**config.mk**
```make
export PLATFORM = sky130hd
export DESIGN_NAME = icc_branch_unit
export DESIGN_NICKNAME = d
export VERILOG_FILES = /design/src/rtl/icc_branch_unit_pkg.sv /design/src/rtl/icc_cond_eval.sv /design/src/rtl/icc_branch_unit.sv
export SDC_FILE = /design/constraint.sdc
export NUM_CORES = 1
export LEC_CHECK = 0
export ABC_CLOCK_PERIOD_IN_PS = 1900
export BUFFER_PORTS_ARGS = -buffer_cell sky130_fd_sc_hd__buf_2
export CORE_AREA = 2 2 39 41
export DETAILED_ROUTE_END_ITERATION = 6
export DIE_AREA = 0 0 41 43
export MAX_ROUTING_LAYER = met4
export PLACE_DENSITY = 0.71
export SLEW_MARGIN = 20
export SYNTH_ARGS = -nofsm -noshare
export SYNTH_HDL_FRONTEND = slang
export SYNTH_SLANG_ARGS = --single-unit
```
**constraint.sdc**
```tcl
create_clock -name Clk -period 1.9 [get_ports Clk]
set_input_delay 0.095 -clock Clk [delete_from_list [all_inputs] [get_ports Clk]]
set_output_delay 0.095 -clock Clk [all_outputs]
set_load 0.05 [all_outputs]
```
**src/rtl/icc_branch_unit_pkg.sv**
```systemverilog
// Shared definitions for the integer condition code consumer: Bicc cond
// encodings, icc bit positions and the delay-slot FSM state type.
package icc_branch_unit_pkg;

   localparam int unsigned ICC_W  = 4;
   localparam int unsigned COND_W = 4;

   // Bit positions inside the {N,Z,V,C} condition code vector
   localparam int unsigned ICC_N = 3;
   localparam int unsigned ICC_Z = 2;
   localparam int unsigned ICC_V = 1;
   localparam int unsigned ICC_C = 0;

   typedef enum logic [COND_W-1:0] {
      COND_BN   = 4'b0000,
      COND_BE   = 4'b0001,
      COND_BLE  = 4'b0010,
      COND_BL   = 4'b0011,
      COND_BLEU = 4'b0100,
      COND_BCS  = 4'b0101,
      COND_BNEG = 4'b0110,
      COND_BVS  = 4'b0111,
      COND_BA   = 4'b1000,
      COND_BNE  = 4'b1001,
      COND_BG   = 4'b1010,
      COND_BGE  = 4'b1011,
      COND_BGU  = 4'b1100,
      COND_BCC  = 4'b1101,
      COND_BPOS = 4'b1110,
      COND_BVC  = 4'b1111
   } cond_e;

   // IDLE: no pending slot; SLOT: next valid instr is a live delay slot;
   // ANNUL: next valid instr is an annulled delay slot
   typedef enum logic [1:0] {
      ST_IDLE  = 2'd0,
      ST_SLOT  = 2'd1,
      ST_ANNUL = 2'd2
   } state_e;

endpackage

```
**src/rtl/icc_cond_eval.sv**
```systemverilog
// Combinational Bicc condition evaluator; also intended for a Ticc trap unit.
module icc_cond_eval
   import icc_branch_unit_pkg::*;
(
   input  logic [ICC_W-1:0]  icc,
   input  logic [COND_W-1:0] cond,
   output logic              t_c
);

   logic n, z, v, c;

   assign n = icc[ICC_N];
   assign z = icc[ICC_Z];
   assign v = icc[ICC_V];
   assign c = icc[ICC_C];

   // Decode the condition field against the flags
   always_comb begin
      t_c = 1'b0;
      case (cond)
         COND_BN:   t_c = 1'b0;
         COND_BE:   t_c = z;
         COND_BLE:  t_c = z | (n ^ v);
         COND_BL:   t_c = n ^ v;
         COND_BLEU: t_c = c | z;
         COND_BCS:  t_c = c;
         COND_BNEG: t_c = n;
         COND_BVS:  t_c = v;
         COND_BA:   t_c = 1'b1;
         COND_BNE:  t_c = ~z;
         COND_BG:   t_c = ~(z | (n ^ v));
         COND_BGE:  t_c = ~(n ^ v);
         COND_BGU:  t_c = ~(c | z);
         COND_BCC:  t_c = ~c;
         COND_BPOS: t_c = ~n;
         COND_BVC:  t_c = ~v;
         default:   t_c = 1'b0;
      endcase
   end

endmodule

```
**src/rtl/icc_branch_unit.sv**
```systemverilog
// icc register, Bicc resolution and delay-slot / annul tracking.
module icc_branch_unit
   import icc_branch_unit_pkg::*;
(
   input  logic              Clk,
   input  logic              Clr,
   input  logic              cc_we,
   input  logic [ICC_W-1:0]  cc_in,
   input  logic              instr_valid,
   input  logic              br_valid,
   input  logic [COND_W-1:0] br_cond,
   input  logic              br_a,
   output logic [ICC_W-1:0]  icc,
   output logic              take,
   output logic              resolved,
   output logic              squash,
   output logic              in_slot
);

   state_e           state_q, state_d;
   logic [ICC_W-1:0] icc_q, icc_d;
   logic             take_q, take_d;
   logic             resolved_q, resolved_d;
   logic             t_c;

   // Branches always see the registered icc, never the value being written
   icc_cond_eval u_cond_eval (
      .icc  (icc_q),
      .cond (br_cond),
      .t_c  (t_c)
   );

   // Next-state, icc load and resolution pulses
   always_comb begin
      state_d    = state_q;
      icc_d      = icc_q;
      take_d     = 1'b0;
      resolved_d = 1'b0;

      if (cc_we) begin
         icc_d = cc_in;
      end

      if (instr_valid) begin
         case (state_q)
            ST_IDLE, ST_SLOT: begin
               if (br_valid) begin
                  take_d     = t_c;
                  resolved_d = 1'b1;
                  // Annul applies when not taken, or always for BA
                  if (br_a && (!t_c || (br_cond == COND_BA))) begin
                     state_d = ST_ANNUL;
                  end else begin
                     state_d = ST_SLOT;
                  end
               end else begin
                  state_d = ST_IDLE;
               end
            end
            ST_ANNUL: state_d = ST_IDLE;
            default:  state_d = ST_IDLE;
         endcase
      end
   end

   // State and output registers
   always_ff @(posedge Clk or negedge Clr) begin
      if (!Clr) begin
         state_q    <= ST_IDLE;
         icc_q      <= '0;
         take_q     <= 1'b0;
         resolved_q <= 1'b0;
      end else begin
         state_q    <= state_d;
         icc_q      <= icc_d;
         take_q     <= take_d;
         resolved_q <= resolved_d;
      end
   end

   assign icc      = icc_q;
   assign take     = take_q;
   assign resolved = resolved_q;
   assign squash   = (state_q == ST_ANNUL) & instr_valid;
   assign in_slot  = (state_q != ST_IDLE) & instr_valid;

endmodule

```
Word-level counts from Yosys, hierarchy flattened
Index checks and enable logic that the tools add are counted.
Word-level totals
  register bits after elaboration: 8
  bits in writable memories: 0
  bits in latches: 0
  memories: 0
  ROM bits: 0
  output and inout port bits: 8
  logic and storage cells: 50
Cells by class
  add/subtract/negate cells: 0
  multiplexer cells: 10
  magnitude comparators: 0
  equality and inequality tests: 17
  bitwise operators: 12
  reductions and logical operators: 7
  shift-type cells: 0
  div/mod/pow operators: 0
  multipliers: 0
Operators with widths (count)
  == test 4 bit, second input constant: 8
  == test 4 x 3 -> 1 bit, second input constant: 4
  one-hot mux 1 bit (16 select lines): 1
  == test 4 x 2 -> 1 bit, second input constant: 2
  NOT 1 bit: 7
  2-to-1 mux 1 bit: 6
  2-to-1 mux 2 bit: 3
  == test 4 x 1 -> 1 bit, second input constant: 1
  zero test 4 bit: 1
  bitwise AND 1 bit: 2
  == test 2 x 1 -> 1 bit, second input constant: 1
  == test 2 bit, second input constant: 1
  zero test 2 bit: 1
  bitwise OR 1 bit: 2
  nonzero test 2 bit: 1
  OR reduction 2 bit: 1
  logical AND 1 bit: 1
  zero test 1 bit: 1
  logical OR 1 bit: 1
  bitwise XOR 1 bit: 1

Depth between registers and ports, before layout
Gate-level depths: netlist of the first run.
  word-level depth: 10
  mapped depth: 6
  mapped depth without buffers: 6

Hierarchy
From an unflattened synthesis of the first run, not the netlist that was laid out.
Second synthesis, totals
  cell total of the unflattened synthesis: 37
  area total of the unflattened synthesis: 407.9 sq um
By module, submodules not included
  icc_branch_unit: times used 1, cells an instance 26, area each 325.3 sq um, sequential area each 200.2 sq um
  icc_cond_eval: times used 1, cells an instance 11, area each 82.6 sq um, sequential area each 0.0 sq um

Least setup slack after synthesis of the first run
No wires, ideal clock.
  kind: flip-flop to flip-flop
  from: register icc_q[1], in the netlist icc[1]
  to: register state_q[1]
  library setup time: 0.120 ns
  setup slack: 0.134 ns
  stages on the path, launching flop included: 6
  buffers on the path: 0
  arrival: 1.647 ns
  cells stage by stage: dfrtp_1 -> xor2_1 -> or3_1 -> a31oi_1 -> nor3_2 -> a31o_1
Between the ends
  longest elaborated chain between the ends: 10
  elaborated cells on any way between the ends: 12
Ends and longest elaborated chain
  start, declared: RTL line icc_branch_unit.sv:21  | logic [ICC_W-1:0] icc_q, icc_d;
  start signal, assigned: RTL line icc_branch_unit.sv:75  | icc_q <= icc_d;
  bitwise XOR 1 bit
  bitwise OR 1 bit: RTL line icc_cond_eval.sv:23, icc_cond_eval.sv:31
  NOT 1 bit: RTL line icc_cond_eval.sv:31  | COND_BG: t_c = ~(z | (n ^ v));
  one-hot mux 1 bit (16 select lines) *: RTL line icc_cond_eval.sv:20  | case (cond)
  zero test 1 bit *: RTL line icc_branch_unit.sv:51  | if (br_a && (!t_c || (br_cond == COND_BA))) begin
  logical OR 1 bit *: RTL line icc_branch_unit.sv:51
  logical AND 1 bit *: RTL line icc_branch_unit.sv:51
  2-to-1 mux 2 bit *: RTL line icc_branch_unit.sv:51
  2-to-1 mux 2 bit *: RTL line icc_branch_unit.sv:47  | if (br_valid) begin
  2-to-1 mux 2 bit *: RTL line icc_branch_unit.sv:45  | case (state_q)
  end signal, assigned: RTL line icc_branch_unit.sv:74  | state_q <= state_d;
  end, declared: RTL line icc_branch_unit.sv:20  | state_e state_q, state_d;
Mark *: on every way between the ends. The rest lies on a longest branch, timed or not.
A chain may end at the register's enable or synchronous reset.

Final worst setup path of the first run
Ends and elaborated chain as after synthesis.

==> results of run 1 <==
[power by group]
part           total, mW  switching (mW)  internal (mW)
logic              0.160           0.106         0.0538
registers          0.201          0.0138          0.187
clock network      0.128          0.0562         0.0722
total              0.489           0.176          0.313
[per-stage QoR]
step | std cells | setup WS [ns] | power, mW | area, sq um
final | 93 | 0.3497 | 0.4893 | 636.9
after global routing | 93 | 0.1683 | 0.5222 | 636.9
after CTS | 93 | 0.3412 | 0.4957 | 636.9
after detailed placement | 89 | 0.3484 | 0.3639 | 604.3
after global placement | 89 | 0.3944 | 0.3603 | 604.3
after floorplan | 53 | 0.1336 | 0.3145 | 484.2
[per-layer routing]
layer	part of all wire, %	track usage, %	vias to the layer above
li1	-	-	236
met1	45	18.48	211
met2	45	20.31	24
met3	8.6	7.853	2
met4	1.6	6.000	0
met5	0	-	-
[cell type report]
type	count	area, sq um
clock buffer	3	22.52
fill	143	747.0
inverter	4	15.01
multi-input combinational	40	264.0
sequential	8	200.2
tap	16	20.02
timing repair buffer	22	115.1
[critical path, cell delays in order, from the launching register on]
cell	delay [ns]
dfrtp_1	0.41
xor2_1	0.20
or3_1	0.35
a31oi_1	0.20
nor3_2	0.07
a31o_1	0.21
[sequential cells by signal, summed over array words and instances, names as in the netlist]
name and count:
take 1, resolved 1, state_q 2, icc 4
[cell usage in the layout (no fill, tap or decap)]
master and n:
nor2_1 7, a21oi_1 2, dfrtp_1 8, dlygate4sd3_1 1, a31o_1 1, o2111ai_1 1, o21ai_0 4, mux2i_1 2
nor3_1 1, a31oi_1 1, nand2b_1 2, nor3_2 1, or3b_1 1, nand3_1 2, nand3b_1 2, a211o_2 1
nor3b_1 1, xor2_1 2, clkbuf_4 3, or3_1 1, a21o_1 1, nand2_1 3, buf_2 21, mux2_2 3
o32ai_1 1, inv_1 4
[worst min path at each step]
stage	startpoint	end	slack [ns]	cells after the start
finish	cc_in[2]	icc[2]	0.07	2
global route	cc_in[2]	icc[2]	0.06	2
CTS	cc_in[2]	icc[2]	0.06	2
detailed placement	Clr	take	-0.05	1
global placement	Clr	state_q[0]	-0.06	1
floorplan	Clr	icc[0]	-0.20	0
[logic make-up after synthesis]
logic type      Yosys count
xor+xnor                  2
flops                     8
compound gates           12
buf+inv                   5
simple gates             21
mux                       5
==> flow_summary_export.csv, run 1 <==
group,metric,value,unit
synthesis,synth_area_in_simple_gates,23.26,%
synthesis,synth.area.mux_share,11.11,%
synthesis,postSynthNetCount,67,
floorplanning,fp.dieH,43,microns
synthesis,synth_area_in_adders,0,%
timing,holdWs,0.06774,ns
synthesis,synth.ff_latch_count,8,
synthesis,unique_masters_post_synth,24,
clocking,cts_buffers,3,
clocking,cts.hold.buffers_added,1,
worst_setup_path,worst_setup_path_category,"register to register",
power,pd_cells,768.2,nW/um^2
synthesis,netlist_instances,53,
placement,detailed_place_hpwl,834.8,microns
worst_setup_path,endpoint_kind,"register",
floorplanning,core_area,1384,sq um
synthesis,syn_area_per_cell,9.136,sq um
timing,period_utilisation_layout,81.60,%
synthesis,synth_async_sr_flop_share,100.0,%
synthesis,synth.yosys.seq_area_share,41.34,%
drt,dr_total_vias,473,
synthesis,yosys-top-cells-area,"dfrtp_1 41%, mux2_2 7.0%, nor2_1 5.4%, mux2i_1 4.1%, o21ai_0 4.1%",
timing,fmax,0.6450,GHz
drt,wire_per_inst,11.09,microns
timing,setup_repair_after_global_routing_missed_its_margin,"false",
min_path,worstHoldPathType,"input pin to register",
clocking,cts.sink_count,8,
worst_setup_path,worstRegToRegCells,5,
global_routing,grt_pass1_wl,1725,microns
timing,setup_viol,0,
clocking,tritoncts_clock_tree,"yes",
synthesis,synth_common_cells,"8 x dfrtp_1, 7 x nor2_1, 4 x inv_1, 4 x o21ai_0",
global_routing,antenna_found_initial,0,
finish,finish.utilization,46.02,%
worst_setup_path,worst-path-max-fanout,4,
worst_setup_path,worst_ep_arrival_time,1.70,ns
synthesis,synth_compound_gate_area_share,16.54,%
clocking,cts-root-to-sink-buffers,2,
synthesis,synthDominantAreaCellType,"dfrtp_1",
global_routing,first_global_vias,444,
power,ir_drop,442.4,uV
floorplanning,die-area,1763,sq um
timing,setup_tns,0,ns
timing,finalHoldViolations,0,
drt,antenna_viol_nets_final,0,
drt,first_iter_violations,9,
synthesis,synth_largest_type_area_fraction,41.34,%
finish,finalNetCount,93,
run,maxCapViolations,0,
drt,drt_drc_violations_left,0,
floorplanning,top_level_ports,22,
power,power.leakage,0.3157,nW
clocking,cts-htree-levels,1,
worst_setup_path,cp_data_required_time,2.05,ns
global_routing,global_route_total_usage_across_every_layer,15.04,%
floorplanning,floorplan.initialDensity,34.99,%
synthesis,yosys_most_used_dff,"dfrtp_1",
finish,drive_above_1_share,37.66,%
global_routing,leftover_overflow_at_the_end_of_global_routing,0,
timing,timing_worst_slew_pin_value,0.2515,ns
placement,io_buffers,21,
worst_setup_path,reg2reg_to,"state_q[1]",
floorplanning,die_width,41,microns
timing,worst_slew_margin_rel,83.35,%
drt,via_per_inst,5.086,
synthesis,synthMostInstantiatedCell,"dfrtp_1",
synthesis,synth-edff-count,0,
synthesis,synthesis.yosys.warnings,0,
worst_setup_path,start_kind,"register",
clocking,clkLatencyLatePin,0.25,ns
finish,area.growth.synth_to_final,31.52,%
finish,antenna-diode-count,0,
clocking,cts_repair_resize_count,0,
worst_setup_path,crit_start,"icc[1]",
timing,finalWorstPathRequiredPeriod,1.550,ns
worst_setup_path,reg2reg_slack,0.35,ns
worst_setup_path,critical_path.reg2reg.startpoint,"icc[1]",
clocking,ctsRootBufferMaster,"clkbuf_4",
clocking,clock_transition_at_path_regs,0.06,ns
floorplanning,placementRows,14,
synthesis,yosys.area_share.xor_xnor,3.618,%
drt,totalWireLength,1031,microns
clocking,cts_setup_buffers,0,
synthesis,synth_top_family_by_area,"simple AND/OR/NAND/NOR gates",
global_routing,grt_start_max_net_pins,10,
placement,gp_routability_congestion,0.8826,
timing,final-max-slew-violation-count,0,
synthesis,syn_std_cell_area,484.2,sq um
worst_setup_path,worstSetupEndpoint,"state_q[1]",
drt,drt_pre_antenna_iters,4,
timing,skew,0.01016,ns
status,run_status,"finished, final reports clean",
(Power assumes the default switching activity.)
==> inputs of run 2 (changes only) <==
- ABC_AREA: unset -> 1
- ABC_CLOCK_PERIOD_IN_PS: 1900 -> 1500
- PLACE_DENSITY: 0.71 -> 0.74
- clock period: 1.9 -> 1.5 ns (I/O delays scaled with it)
==> flow_summary_export.csv, run 2 <==
group,metric,value,unit
clocking,clkLatencyLatePin,0.26,ns
synthesis,postSynthNetCount,99,
finish,largest_register_ffs,4,
drt,met2WireLength,621,microns
worst_setup_path,endpoint_kind,"register",
synthesis,yosys-top-cells-area,"dfrtp_1 38%, nand2_1 22%, nand3_1 13%, inv_1 9.4%, nor2_1 6.5%",
clocking,cts_setup_buffers,0,
drt,met3RoutedLength,39,microns
floorplanning,fp.dieH,43,microns
drt,drt_drc_violations_left,0,
power,power.share.sequential,39.9,%
synthesis,synthDominantAreaCellType,"dfrtp_1",
worst_setup_path,critPathBufInv,1,
finish,fillers,149,
finish,layout_commonest_cell,"nand2_1",
floorplanning,floorplan.initialDensity,37.70,%
worst_setup_path,critical-path-top-cell-by-count,"nand2_1",
clocking,ctsRootBufferMaster,"clkbuf_4",
timing,skew,0.009394,ns
drt,via_per_inst,4.803,
timing,worst_slew_margin_rel,83.20,%
clocking,clock_transition_at_path_regs,0.06,ns
global_routing,grt_pass1_wl,1794,microns
worst_setup_path,reg2reg_to,"state_q[0]",
synthesis,synthesis.yosys.warnings,0,
timing,final-max-slew-violation-count,0,
synthesis,netlist_instances,85,
min_path,min_delay_path_depth,3,
global_routing,global_route_total_usage_across_every_layer,15.69,%
global_routing,first_global_vias,463,
floorplanning,core_area,1384,sq um
synthesis,syn_area_per_cell,6.138,sq um
timing,fmax,0.7642,GHz
finish,mostFrequentLayoutCells,"31 x nand2_1, 21 x buf_2, 14 x nand3_1",
synthesis,syn_std_cell_area,521.8,sq um
synthesis,synth-edff-count,0,
synthesis,synth_common_cells,"31 x nand2_1, 14 x nand3_1, 13 x inv_1",
finish,area.growth.synth_to_final,32.37,%
worst_setup_path,worstSetupEndpoint,"state_q[0]",
power,power.net_switching,0.2348,mW
floorplanning,die_width,41,microns
worst_setup_path,crit_start,"icc[3]",
floorplanning,top_level_ports,22,
min_path,worstHoldPathType,"input pin to register",
power,internal_power,0.3963,mW
worst_setup_path,reg2reg_slack,0.19,ns
worst_setup_path,worst_setup_path_category,"register to register",
finish,finalNetCount,126,
placement,gp_routability_congestion,0.7668,
worst_setup_path,start_kind,"register",
finish,non_filler_cells_final,127,
placement,place.detailed.instances,122,
timing,setup_tns,0,ns
worst_setup_path,critical_path.reg2reg.startpoint,"icc[3]",
timing,setup_viol,0,
drt,routedLengthMet1,516,microns
finish,drive_above_1_share,27.93,%
run,maxCapViolations,0,
power,power.leakage,0.4147,nW
power,net_switching_share_of_the_total_power,37.21,%
drt,totalWireLength,1205,microns
timing,holdWs,0.02013,ns
worst_setup_path,slowest_stage,"dfrtp_2",
clocking,cts-htree-levels,1,
timing,period_utilisation_layout,87.24,%
timing,finalHoldViolations,0,
clocking,cts_buffers,3,
floorplanning,placementRows,14,
drt,top_signal_layer_used,"met4",
global_routing,leftover_overflow_at_the_end_of_global_routing,0,
synthesis,synth.yosys.seq_area_share,38.37,%
floorplanning,die-area,1763,sq um
drt,dr_total_vias,610,
worst_setup_path,worst-path-max-fanout,5,
power,ir_drop,446.7,uV
drt,antenna_viol_nets_final,0,
worst_setup_path,cp_data_required_time,1.64,ns
synthesis,yosys_most_used_dff,"dfrtp_1",
worst_setup_path,worst_ep_arrival_time,1.45,ns
worst_setup_path,cp_cell_sequence,"inv_1 > nand3_1 > nand3_1 > nor2_1 > nor2_2 > nand2_1 > nand2_1 > nand2_1 > nand2_1 > nand2_1",
timing,finalWorstPathRequiredPeriod,1.309,ns
worst_setup_path,path_depth,10,
clocking,tritoncts_clock_tree,"yes",
placement,detailed_place_hpwl,1013,microns
global_routing,antenna_found_initial,0,
drt,wire_per_inst,9.488,microns
clocking,cts.sink_count,8,
worst_setup_path,worstRegToRegCells,10,
clocking,cts-root-to-sink-buffers,2,
power,clkPwrFrac,28.0,%
power,combPwrFrac,32.1,%
timing,timing_worst_slew_pin_value,0.2538,ns
timing,setup_repair_after_global_routing_missed_its_margin,"false",
finish,antenna-diode-count,0,
global_routing,grt_start_max_net_pins,9,
synthesis,synth.ff_latch_count,8,
power,pd_cells,913.7,nW/um^2
synthesis,unique_masters_post_synth,12,
placement,io_buffers,21,
synthesis,synth_largest_type_area_fraction,38.37,%
status,run_status,"finished, final reports clean",
drt,first_iter_violations,17,
worst_setup_path,worst_path_largest_cell_delay,0.42,ns
synthesis,synth_async_sr_flop_share,100.0,%
drt,drt_pre_antenna_iters,4,
worst_setup_path,crit_family,"simple AND/OR/NAND/NOR gates",
synthesis,synthMostInstantiatedCell,"nand2_1",
==> run 2: cell count changes in the layout (fill, tap and decap cells not counted), moves of 3 or more <==
cell	before	now
nand3_1	2	14
nand2_1	3	31
mux2_2	3	0
inv_1	4	12
==> run 2: worst min path at each step <==
stage                         from      to  slack, ns
after global routing      cc_in[3]  icc[3]       0.03
after CTS                 cc_in[3]  icc[3]       0.02
after floorplan                Clr  icc[0]      -0.22
final                     cc_in[3]  icc[3]       0.02
after detailed placement       Clr  icc[2]      -0.08
after global placement         Clr  icc[2]      -0.08
==> run 2: cells by family (layout without fill, tap and decap cells) <==
group           count (synthesis)  in the layout  share of synthesized area, %
compound gates                  5              5                         4.795
buf+inv                        14             40                         10.07
flops                           8              8                         38.37
simple gates                   58             58                         46.76
==> run 2: cell type report <==
class / instances / area [sq um] / share of cell area (%)
inverter: 14 / 52.55 / 7.609
multi-input combinational: 63 / 274.0 / 39.67
sequential: 8 / 202.7 / 29.35
clock buffer: 4 / 26.28 / 3.804
tap: 16 / 20.02 / 2.899
timing repair buffer: 22 / 115.1 / 16.67
==> run 2: stage by stage <==
stage	area (sq um)	total power [mW]	utilization, %	setup slack [ns]
finish	690.7	0.6311	49.91	0.1914
floorplan	529.3	0.3920	-	0.05961
global route	690.7	0.6746	49.91	0.01541
global placement	654.4	0.4512	47.29	0.2448
detailed placement	654.4	0.4559	47.29	0.1883
CTS	690.7	0.6385	49.91	0.1703
==> run 2: what timing repair did <==
action | 4_1_cts | 5_1_grt
resized for setup | 0 | 1
setup endpoints to repair | 0 | 1
hold buffers | 1 | 0
hold endpoints to repair | 8 | 0
==> run 2: power groups by stage <==
stage	Clock [mW]	Combinational, mW	Sequential, mW
CTS	0.183	0.204	0.251
global placement	0	0.197	0.254
global route	0.197	0.223	0.255
floorplan	0	0.0915	0.301
detailed placement	0	0.201	0.255
finish	0.177	0.203	0.252
==> run 2: layer usage <==
layer,global-route usage [%],vias to the layer above
met4,10.00,0
met3,1.571,3
met5,-,-
met2,23.75,14
li1,-,315
met1,18.98,278
==> run 2: tightest hold or removal path, cell delays in order <==
cell and delay [ns]:
buf_2 0.07, nand2_1 0.04, o21ai_0 0.06
